### config.mk
export PLATFORM = sky130hd
export DESIGN_NAME = pulse_stretcher_flat
export DESIGN_NICKNAME = d
export VERILOG_FILES = /design/src/rtl/pulse_stretcher_pkg.sv /design/src/rtl/pulse_stretcher_if.sv /design/src/rtl/pulse_stretcher_sat_counter.sv /design/src/rtl/pulse_stretcher.sv /design/src/flat_wrapper.sv
export SDC_FILE = /design/constraint.sdc
export NUM_CORES = 1
export LEC_CHECK = 0
export BUFFER_PORTS_ARGS = -buffer_cell sky130_fd_sc_hd__buf_2
export CAP_MARGIN = 25
export CORE_ASPECT_RATIO = 0.6
export CORE_UTILIZATION = 59
export DETAILED_ROUTE_END_ITERATION = 6
export GPL_TIMING_DRIVEN = 0
export PLACE_DENSITY = 0.83
export RECOVER_POWER = 100
export SKIP_CTS_REPAIR_TIMING = 1
export SYNTH_ARGS = -nofsm -noshare
export SYNTH_HDL_FRONTEND = slang
export SYNTH_SLANG_ARGS = --single-unit
### constraint.sdc
create_clock -name clk -period 3 [get_ports clk]
set_input_delay 0.45 -clock clk [delete_from_list [all_inputs] [get_ports clk]]
set_output_delay 0.45 -clock clk [all_outputs]
set_load 0.01 [all_outputs]
### src/rtl/pulse_stretcher_pkg.sv
// rtl/pulse_stretcher_pkg.sv - shared state encodings and default parameters
// Purpose: FSM state type, default parameter values and the hold counter
//          width helper used by the pulse stretcher files.
// Ports:   none (package).
package pulse_stretcher_pkg;

   typedef enum logic [1:0] {
      ST_IDLE    = 2'd0,
      ST_ACTIVE  = 2'd1,
      ST_HOLDOFF = 2'd2
   } state_e;

   localparam int DEF_WIDTH_W = 8;
   localparam int DEF_HOLDOFF = 4;
   localparam int DEF_DROP_W  = 8;

   // Hold counter needs $clog2(HOLDOFF+1) bits, but never fewer than one.
   function automatic int hold_cnt_w(input int holdoff);
      return (holdoff > 0) ? $clog2(holdoff + 1) : 1;
   endfunction

endpackage

### src/rtl/pulse_stretcher_if.sv
// rtl/pulse_stretcher_if.sv - trigger/width/pulse bundle of the pulse stretcher
// Purpose: groups the event input, width setting and stretched outputs.
// Signals: trig_in (event pulse), width (pulse length), out (stretched
//          pulse), busy (ACTIVE or HOLDOFF), drop_cnt (rejected triggers).
// Modports: master drives trig_in/width, slave drives out/busy/drop_cnt.
interface pulse_stretcher_if
   import pulse_stretcher_pkg::*;
#(
   parameter int WIDTH_W = DEF_WIDTH_W,
   parameter int DROP_W  = DEF_DROP_W
);

   logic               trig_in;
   logic [WIDTH_W-1:0] width;
   logic               out;
   logic               busy;
   logic [DROP_W-1:0]  drop_cnt;

   modport master (
      output trig_in, width,
      input  out, busy, drop_cnt
   );

   modport slave (
      input  trig_in, width,
      output out, busy, drop_cnt
   );

endinterface

### src/rtl/pulse_stretcher_sat_counter.sv
// rtl/pulse_stretcher_sat_counter.sv - saturating up counter with synchronous clear
// Purpose: counts inc pulses and holds at all-ones; clr has priority.
// Ports:   clk, clr (sync clear), inc (count enable), value (N-bit count).
module sat_counter #(
   parameter int N = 8
) (
   input  logic         clk,
   input  logic         clr,
   input  logic         inc,
   output logic [N-1:0] value
);

   logic [N-1:0] value_q;
   logic [N-1:0] value_d;

   always_comb begin
      value_d = value_q;
      if (inc && (value_q != '1)) begin
         value_d = value_q + N'(1);
      end
   end

   always_ff @(posedge clk) begin
      if (clr) begin
         value_q <= '0;
      end else begin
         value_q <= value_d;
      end
   end

   assign value = value_q;

endmodule

### src/rtl/pulse_stretcher.sv
// rtl/pulse_stretcher.sv - stretches single-cycle triggers into programmable pulses
// Purpose: each accepted trigger produces a registered pulse of width cycles
//          (0 treated as 1) followed by HOLDOFF guard cycles; triggers that
//          are not accepted are counted in a saturating drop counter.
// Ports:   clk, rst (synchronous, active high), ps (pulse_stretcher_if.slave:
//          trig_in, width in; out, busy, drop_cnt out).
// Config:  PSTRETCH_RETRIGGER_EN - a trigger during ACTIVE reloads the
//          active counter instead of being dropped.
module pulse_stretcher
   import pulse_stretcher_pkg::*;
#(
   parameter int WIDTH_W = DEF_WIDTH_W,
   parameter int HOLDOFF = DEF_HOLDOFF,
   parameter int DROP_W  = DEF_DROP_W
) (
   input  logic              clk,
   input  logic              rst,
   pulse_stretcher_if.slave  ps
);

   localparam int               HC_W   = hold_cnt_w(HOLDOFF);
   localparam logic [HC_W-1:0]  HOLD_V = HC_W'(HOLDOFF);

   state_e             state_q, state_d;
   logic [WIDTH_W-1:0] act_cnt_q, act_cnt_d;
   logic [HC_W-1:0]    hold_cnt_q, hold_cnt_d;
   logic               out_q, out_d;
   logic               busy_q, busy_d;
   logic               drop_inc;
   logic [WIDTH_W-1:0] act_load;

   assign act_load = (ps.width == '0) ? WIDTH_W'(1) : ps.width;

   always_comb begin
      state_d    = state_q;
      act_cnt_d  = act_cnt_q;
      hold_cnt_d = hold_cnt_q;
      out_d      = out_q;
      busy_d     = busy_q;
      drop_inc   = 1'b0;

      case (state_q)
         ST_IDLE: begin
            out_d  = 1'b0;
            busy_d = 1'b0;
            if (ps.trig_in) begin
               state_d   = ST_ACTIVE;
               act_cnt_d = act_load;
               out_d     = 1'b1;
               busy_d    = 1'b1;
            end
         end

         ST_ACTIVE: begin
            out_d  = 1'b1;
            busy_d = 1'b1;
`ifdef PSTRETCH_RETRIGGER_EN
            // Reload takes priority over ending the pulse, so out never dips.
            if (ps.trig_in) begin
               act_cnt_d = act_load;
            end else
`else
            drop_inc = ps.trig_in;
`endif
            if (act_cnt_q == WIDTH_W'(1)) begin
               if (HOLDOFF > 0) begin
                  state_d    = ST_HOLDOFF;
                  hold_cnt_d = HOLD_V;
                  out_d      = 1'b0;
               end else begin
                  state_d = ST_IDLE;
                  out_d   = 1'b0;
                  busy_d  = 1'b0;
               end
            end else begin
               act_cnt_d = act_cnt_q - WIDTH_W'(1);
            end
         end

         ST_HOLDOFF: begin
            out_d    = 1'b0;
            busy_d   = 1'b1;
            drop_inc = ps.trig_in;
            if (hold_cnt_q == HC_W'(1)) begin
               state_d = ST_IDLE;
               busy_d  = 1'b0;
            end else begin
               hold_cnt_d = hold_cnt_q - HC_W'(1);
            end
         end

         default: begin
            // Unused encoding: fall back to IDLE, trigger treated as rejected.
            state_d  = ST_IDLE;
            out_d    = 1'b0;
            busy_d   = 1'b0;
            drop_inc = ps.trig_in;
         end
      endcase
   end

   always_ff @(posedge clk) begin
      if (rst) begin
         state_q    <= ST_IDLE;
         act_cnt_q  <= '0;
         hold_cnt_q <= '0;
         out_q      <= 1'b0;
         busy_q     <= 1'b0;
      end else begin
         state_q    <= state_d;
         act_cnt_q  <= act_cnt_d;
         hold_cnt_q <= hold_cnt_d;
         out_q      <= out_d;
         busy_q     <= busy_d;
      end
   end

   // rst clears the counter and wins over a simultaneous rejected trigger.
   sat_counter #(
      .N (DROP_W)
   ) u_drop_cnt (
      .clk   (clk),
      .clr   (rst),
      .inc   (drop_inc),
      .value (ps.drop_cnt)
   );

   assign ps.out  = out_q;
   assign ps.busy = busy_q;

endmodule

### src/flat_wrapper.sv
// flat-port wrapper written by rule: the top's interface ports become plain ports
module pulse_stretcher_flat import pulse_stretcher_pkg::*;
#(
   parameter int WIDTH_W = DEF_WIDTH_W,
   parameter int HOLDOFF = DEF_HOLDOFF,
   parameter int DROP_W  = DEF_DROP_W
)
  (clk, rst, ps_trig_in, ps_width, ps_out, ps_busy, ps_drop_cnt);
  pulse_stretcher_if #(.WIDTH_W(WIDTH_W), .DROP_W(DROP_W)) ps_i ();
  input  logic clk;
  input  logic rst;
  input wire logic [$bits(ps_i.trig_in)-1:0] ps_trig_in;
  input wire logic [$bits(ps_i.width)-1:0] ps_width;
  output wire logic [$bits(ps_i.out)-1:0] ps_out;
  output wire logic [$bits(ps_i.busy)-1:0] ps_busy;
  output wire logic [$bits(ps_i.drop_cnt)-1:0] ps_drop_cnt;
  assign ps_i.trig_in = ps_trig_in;
  assign ps_i.width = ps_width;
  assign ps_out = ps_i.out;
  assign ps_busy = ps_i.busy;
  assign ps_drop_cnt = ps_i.drop_cnt;
  pulse_stretcher #(.WIDTH_W(WIDTH_W), .HOLDOFF(HOLDOFF), .DROP_W(DROP_W)) u_core (.clk(clk), .rst(rst), .ps(ps_i));
endmodule
==> After elaboration in Yosys (flattened, before gate mapping) <==
Index checks and enable logic that the tools add are counted.
W data, S select, Z words.
{ "totals": {"regBits": 23, "input_bits": 11, "elab_cells": 44} }
{ "classes": {"addsub": 3, "eq_ne": 10, "mux": 17, "reduce_logical": 8} }
{ "ops": {"columns": ["op", "n"], "rows": [
  ["$mux W8", 3],
  ["$pmux W8 S2", 1],
  ["$reduce_and A3 Y1", 3],
  ["$add A8 B1 Y8 const B", 1],
  ["$eq A8 B1 Y1 const B", 1],
  ["$logic_not A8 Y1", 1],
  ["$ne A8 B8 Y1 const B", 1],
  ["$sub A8 B1 Y8 const B", 1],
  ["$mux W2", 3],
  ["$mux W3", 2],
  ["$ne A2 B2 Y1 const B", 3],
  ["$pmux W2 S3", 1],
  ["$pmux W3 S2", 1],
  ["$mux W1", 4],
  ["$ne A2 B1 Y1 const B", 2],
  ["$reduce_bool A2 Y1", 2],
  ["$eq A3 B1 Y1 const B", 1],
  ["$pmux W1 S3", 1],
  ["$sub A3 B1 Y3 const B", 1],
  ["$eq A2 B1 Y1 const B", 1],
  ["$eq A2 B2 Y1 const B", 1],
  ["$logic_not A2 Y1", 1],
  ["$pmux W1 S2", 1],
  ["$logic_and A1 B1 Y1", 1]
]} }

==> Logic depth before layout (Yosys ltp) <==
Gate-level depths: netlist of the first run.
{ "logic_depth": {"depth_word": 4, "depth_mapped": 7, "depth_no_buf": 6} }

==> Hierarchy <==
Synthesis of the first run repeated with hierarchy kept, for this count alone.
{ "unflattened": {"cells_unflattened": 152, "area_unflattened_um2": 1292.5} }
{ "by_module_without_submodules": {"columns": ["module", "n_inst", "cells_each", "area_each_um2", "seq_area_each_um2"], "rows": [
  ["pulse_stretcher", 1, 106, 862.1, 300.3],
  ["sat_counter", 1, 46, 430.4, 160.2]
]} }

==> Worst setup path before layout of the first run <==
No wires, ideal clock.
{ "synth_timing": {"kind": "reg-to-reg", "startpoint": "register u_core.act_cnt_q[1]", "endpoint": "register u_core.act_cnt_q[0]", "setup_ps": 70, "arrival_ps": 1514, "required_time_ps": 2930, "slack_ps": 1415, "path_stages_with_launch": 7, "path_buffers": 0, "period_less_slack_ps": 1585, "path_cell_list": "dfxtp_1 -> inv_1 -> ha_1 -> nor4bb_2 -> and2_1 -> or4_1 -> a21oi_1"} }
{ "synth_between": {"elab_chain_len": 3} }
{ "synth_rtl": {"columns": ["item", "line", "rtl"], "rows": [
  ["start, declared", "pulse_stretcher.sv:25", "logic [WIDTH_W-1:0] act_cnt_q, act_cnt_d;"],
  ["start signal, assigned", "pulse_stretcher.sv:111", "act_cnt_q <= act_cnt_d;"],
  ["$eq A8 B1 Y1", "pulse_stretcher.sv:65", "if (act_cnt_q == WIDTH_W'(1)) begin"],
  ["$ne A2 B2 Y1 (no source line)", null, null],
  ["$reduce_and A3 Y1 (no source line)", null, null]
]} }
No other way between the ends.
A chain may end at the register's enable or synchronous reset.

==> Final worst setup path of the first run <==
{ "layout_timing": {"startpoint": "register u_core.act_cnt_q[0]", "endpoint": "register u_core.act_cnt_q[2]"} }
{ "layout_between": {"elab_chain_len": 3} }
{ "layout_rtl": {"columns": ["item", "line"], "rows": [
  ["$sub A8 B1 Y8 or $eq A8 B1 Y1 (tied branches)", "pulse_stretcher.sv:76, pulse_stretcher.sv:65"],
  ["$mux W8 or $ne A2 B2 Y1 (tied branches)", null],
  ["$pmux W8 S2 or $reduce_and A3 Y1 (tied branches)", null]
]} }
Several ways; a longest one is shown, not always the timed one. The select of a mux whose other input is x is not followed.

==> impl_metrics.yaml, run 1 <==
timing:
  fin_crit_sh_pct: 69.3
  setup_viol_count_final: 0
  relSlewSlack_pct: 64.8
  rsz0062_at_grt: "false"
  postLayoutSetupSlackWorst_ns: 0.920
  finalHoldViolCount: 0
  worst_clock_skew_ns: 0.00693
  layout_min_cycle_time_ns: 2.08
  number_of_slew_limit_violations_in_the_final_report: 0
  setup_total_negative_slack_ns: 0
  tightestPinTransition_ns: 0.527
  fmax_ghz: 0.481
  timing.hold.ws_ns: 0.396
drt:
  finalWirelength_mm: 3.00
  postRouteAntennaNets: 0
  wire_per_inst_microns: 14.4
  routed-via-count: 1192
  vias_per_cell: 5.73
  drt_first_iter_violations: 57
  drcViolationCount: 0
  detail_route.first_pass.iterations: 4
floorplan:
  core-area_sq_um: 1950
  floorplan.initialDensity_pct: 66.2
  rows: 12
  die_w_microns: 62.4
  floorplan.die_area_sq_um: 2390
  die_h_microns: 38.2
  top_level_ports: 21
global_route:
  antenna_found_initial: 0
  groute.layer.met2.usage_pct: 44.8
  first_global_vias: 1089
  grt_first_pass_wirelength_mm: 5.00
  largest_net_degree_at_the_start_of_global_routing: 13
  globalRoute.busiestLayer: "met2"
  groute.usage.overall_pct: 28.1
  gr-usage-met1_pct: 38.8
  gr-usage-met3_pct: 6.55
  grt_overflow_total: 0
clock_tree:
  clock_sink_count: 23
  cts-htree-levels: 1
  cts-root-to-sink-buffers: 2
  cts_buffers: 3
  tritoncts_clock_tree: "done"
  clock_latency_ns: 0.31
  cts-root-buf: "clkbuf_4"
  cts.clk_slew.worst_paths_ns: 0.11
placed_design:
  dp_slack_ns: 1.26
  number_of_port_buffers: 20
  hpwlAfterDp_mm: 2.30
  place_congestion: 0.836
pwr:
  power_leakage_nw: 0.547
  max-vdd-ir-drop_mv: 0.382
  power.density_nw_per_um2: 442
layout:
  drive_gt1_share_pct: 12.8
  final_cell_mix: "dfxtp_1 (23), nor2_1 (20), clkbuf_1 (15), nand2_1 (15), a21oi_1 (13)"
  area_growth_syn_to_layout_pct: 10.2
  finalNetCount: 197
  layout.filler_cells: 168
  number_of_antenna_diodes: 0
  final_util_pct: 72.9
  layout_commonest_cell: "dfxtp_1"
flow_run:
  cap_viol_max_count: 0
synthesis:
  synth_flop_cell: "dfxtp_1"
  synthesis.area_sq_um: 1290
  number_of_enable_type_register_cells_in_the_synthesized_netlist: 0
  syn_inst: 156
  yosysUniqueCellTypes: 45
  yosysWarnings: 0
  syn_nets: 172
  synth_seq_area_share_pct: 35.7
  ys_async_rst_share_pct: 0
  yosys_register_bits: 23
  synthesis.area_per_instance_sq_um: 8.28
critical_path:
  critical_path.endpoint_type: "register"
  start_kind: "register"
  worst-path-buf-inv: 1
  cp_slowest_cell: "dfxtp_1"
  cp_cell_sequence: "ha_1 > nor4bb_1 > a21o_2 > clkbuf_1 > o21ai_0 > a21oi_1"
  worst_ep_required_time_ns: 3.24
  crit_type: "register to register"
  cp_top_family: "compound AO/OA/AOI/OAI gates"
  crit_path_max_incr_delay_ns: 0.43
  critPathMaxFanout: 10
  worstPathArrival_ns: 2.32
hold_path:
  hp-class: "input port to register"
run_status:
  outcome: "completed"
per-stage QoR:
step / power (mW) / cell area, sq um / instances
after CTS: 0.635 / 1450 / 208
after global routing: 0.660 / 1420 / 208
after detailed placement: 0.500 / 1430 / 204
after global placement: 0.494 / 1430 / 204
final: 0.629 / 1420 / 208
after floorplan: 0.456 / 1290 / 156
registers in the layout, summed over array words and instances (netlist names):
| register | cells |
|---|---|
| u_core.act_cnt_q | 8 |
| u_core.u_drop_cnt.value | 8 |
| u_core.hold_cnt_q | 3 |
| u_core.state_q | 2 |
| u_core.ps.busy | 1 |
| u_core.ps.out | 1 |
metal layers:
layer / wire, microns / vias up
met3: 164 / 0
met2: 1280 / 33
met4: 0 / 0
li1: - / 605
met5: 0 / -
met1: 1560 / 554
cells in the mapped netlist, types with 3 or more instances:
cell type,instances,area share (%)
inv_1,7,2.0
mux2i_1,3,2.3
nand4_1,5,2.4
a31oi_1,3,1.5
a21o_1,4,2.3
dfxtp_1,23,36
a211oi_1,4,2.3
o21ai_1,6,2.3
nor2_1,20,5.8
o21ai_0,3,1.2
ha_1,5,4.8
nand2_1,15,4.4
a21oi_1,13,5.0
nand3_1,5,1.9
xor2_1,3,2.0
power by group:
group | internal, mW | total [mW] | switching [mW] | leakage (nW)
logic | 0.0582 | 0.145 | 0.0867 | 0.344
clock network | 0.0519 | 0.139 | 0.0872 | 0.0150
registers | 0.325 | 0.345 | 0.0199 | 0.188
total | 0.435 | 0.629 | 0.194 | 0.547
kinds of logic after synthesis:
group                      after synthesis  synth area share, %
AOI/OAI and AO/OA                       44                 22.8
xor gates and xnor gates                 3                 2.04
adders and majority gates                5                 4.84
buffers and inverters                   13                 5.33
DFF                                     23                 35.7
muxes                                    3                 2.33
and+or+nand+nor                         65                 27.0
area by class of cell:
| class | count | area [sq um] | area share, % |
|---|---|---|---|
| flip-flops and latches | 23 | 460 | 32.4 |
| repair buffers | 20 | 87.6 | 6.16 |
| clock buffers | 4 | 26.3 | 1.85 |
| inverters | 7 | 26.3 | 1.85 |
| multi-input cells | 120 | 756 | 53.1 |
| plain buffers | 6 | 31.3 | 2.20 |
| well taps | 28 | 35.0 | 2.46 |
final timing paths:
| check | startpoint | end | slack [ns] | cells past startpoint |
|---|---|---|---|---|
| setup / recovery | u_core.act_cnt_q[0]$_SDFFE_PP0P_ | u_core.act_cnt_q[2]$_SDFFE_PP0P_ | 0.92 | 6 |
| hold reg to reg | u_core.hold_cnt_q[0]$_SDFFE_PP0P_ | u_core.hold_cnt_q[0]$_SDFFE_PP0P_ | 0.50 | 2 |
| hold / removal | rst | u_core.act_cnt_q[1]$_SDFFE_PP0P_ | 0.40 | 2 |
| setup reg to reg | u_core.act_cnt_q[0]$_SDFFE_PP0P_ | u_core.act_cnt_q[2]$_SDFFE_PP0P_ | 0.92 | 6 |
No activity file was read; power rests on OpenSTA's default activity.
==> run 2: changes to the inputs <==
CORE_UTILIZATION = 55   (was 59)
PLACE_DENSITY = 0.78   (was 0.83)
clock period = 2.1 ns   (was 3 ns; I/O delays follow)
==> impl_metrics.yaml, run 2 (synthesis results as in run 1) <==
critical_path:
  startpoint: "u_core.act_cnt_q[0]$_SDFFE_PP0P_"
  worst_ep_required_time_ns: 2.29
  critical_path.endpoint_type: "register"
  critical_path.reg2reg.endpoint: "u_core.act_cnt_q[3]$_SDFFE_PP0P_"
  start_kind: "register"
  worst_r2r_startpoint: "u_core.act_cnt_q[0]$_SDFFE_PP0P_"
  worstPathArrival_ns: 2.03
  critPathMaxFanout: 10
  worst_r2r_path_depth: 6
  worstSetupEndpoint: "u_core.act_cnt_q[3]$_SDFFE_PP0P_"
  crit_type: "register to register"
  reg2reg_slack_ns: 0.26
timing:
  fin_crit_sh_pct: 87.5
  fmax_ghz: 0.544
  postLayoutSetupSlackWorst_ns: 0.262
  tightestPinTransition_ns: 0.551
  setup_viol_count_final: 0
  number_of_slew_limit_violations_in_the_final_report: 0
  finalHoldViolCount: 0
  rsz0062_at_grt: "false"
  relSlewSlack_pct: 63.2
  worst_clock_skew_ns: 0.00498
  setup_total_negative_slack_ns: 0
  layout_min_cycle_time_ns: 1.84
clock_tree:
  cts.clk_slew.worst_paths_ns: 0.08
  clock_latency_ns: 0.26
  cts_buffers: 3
  cts-htree-levels: 1
  cts-root-buf: "clkbuf_8"
  cts-root-to-sink-buffers: 2
  clock_sink_count: 23
  tritoncts_clock_tree: "done"
pwr:
  max-vdd-ir-drop_mv: 0.493
  power_frac_seq_pct: 50.4
  netSwitchingFraction_pct: 29.6
  power_leakage_nw: 0.565
  p_sw_mw: 0.289
  clock_power_share_pct: 27.8
  p_total_mw: 0.977
  power.density_nw_per_um2: 675
  cell_internal_pwr_mw: 0.688
  power.combinational.fraction_pct: 21.8
floorplan:
  rows: 13
  top_level_ports: 21
  floorplan.initialDensity_pct: 58.8
  die_w_microns: 64.6
  core-area_sq_um: 2200
  floorplan.die_area_sq_um: 2550
  die_h_microns: 39.5
placed_design:
  number_of_port_buffers: 20
  hpwlAfterDp_mm: 2.30
  numPlacedInstances: 206
  dp_slack_ns: 0.374
  place_congestion: 0.863
global_route:
  grt_first_pass_wirelength_mm: 5.13
  grt_overflow_total: 0
  antenna_found_initial: 0
  groute.usage.overall_pct: 28.0
  first_global_vias: 1126
  largest_net_degree_at_the_start_of_global_routing: 13
layout:
  finalNetCount: 197
  area_growth_syn_to_layout_pct: 12.0
  layout.filler_cells: 203
  stdcell_count: 210
  drive_gt1_share_pct: 13.3
  number_of_antenna_diodes: 0
  final_cell_mix: "dfxtp_1 (23), nor2_1 (20), nand2_1 (15)"
  layout_commonest_cell: "dfxtp_1"
drt:
  wire_per_inst_microns: 14.7
  vias_per_cell: 5.87
  detail_route.first_pass.iterations: 4
  postRouteAntennaNets: 0
  finalWirelength_mm: 3.08
  drcViolationCount: 0
  routed-via-count: 1232
  drt_first_iter_violations: 54
run_status:
  outcome: "completed"
hold_path:
  hp-class: "input port to register"
flow_run:
  cap_viol_max_count: 0
==> run 2: cell types whose count changed in the layout (fill, tap and decap cells not counted), sizes merged <==
| cell | delta |
|---|---|
| buf | +2 |
| clkbuf | -2 |
==> run 2: final cells by class <==
type / instances / area [sq um] / area share, %
Inverter: 7 / 26.3 / 1.82
Multi-Input combinational cell: 120 / 747 / 51.6
Tap cell: 30 / 37.5 / 2.60
Clock buffer: 4 / 45.0 / 3.11
Timing Repair Buffer: 20 / 87.6 / 6.06
Buffer: 6 / 42.5 / 2.94
Sequential cell: 23 / 460 / 31.8
==> run 2: through the flow <==
stage	cell area (sq um)	utilization, %	hold WS, ns
after floorplan	1290	-	0.388
after global placement	1430	65.1	0.461
after detailed placement	1430	65.1	0.498
after CTS	1470	67.1	0.307
after global routing	1450	65.9	0.309
final	1450	65.9	0.316
==> run 2: layer usage <==
layer | vias up | part of all wire [%] | GRT usage (%)
met5 | - | 0 | 0
met4 | 0 | 1.3 | 11.7
met3 | 7 | 6.2 | 6.98
met2 | 40 | 43 | 44.2
met1 | 578 | 49 | 36.8
li1 | 607 | - | -
==> run 2: worst min-delay path by stage <==
stage                                      start                                end  depth (start not counted)
3_5_place_dp   u_core.hold_cnt_q[0]$_SDFFE_PP0P_  u_core.hold_cnt_q[0]$_SDFFE_PP0P_                          2
2_1_floorplan                                rst   u_core.act_cnt_q[1]$_SDFFE_PP0P_                          1
4_1_cts                                      rst   u_core.act_cnt_q[1]$_SDFFE_PP0P_                          2
5_1_grt                                      rst   u_core.act_cnt_q[1]$_SDFFE_PP0P_                          2
3_3_place_gp   u_core.hold_cnt_q[0]$_SDFFE_PP0P_  u_core.hold_cnt_q[0]$_SDFFE_PP0P_                          2
6_report                                     rst   u_core.act_cnt_q[1]$_SDFFE_PP0P_                          2
==> run 2: power by group through the flow <==
stage | Sequential (mW) | Combinational, mW | Clock (mW)
6_report | 0.492 | 0.213 | 0.272
3_5_place_dp | 0.501 | 0.212 | 0
3_3_place_gp | 0.500 | 0.206 | 0
2_1_floorplan | 0.497 | 0.154 | 0
5_1_grt | 0.495 | 0.234 | 0.291
4_1_cts | 0.491 | 0.215 | 0.275
==> run 2: worst max-delay path: stages, from the launching register on <==
cell      delay [ns]
dfxtp_1         0.41
ha_1            0.20
nor4bb_2        0.33
a21o_1          0.34
buf_4           0.22
o21ai_0         0.09
a21oi_1         0.17
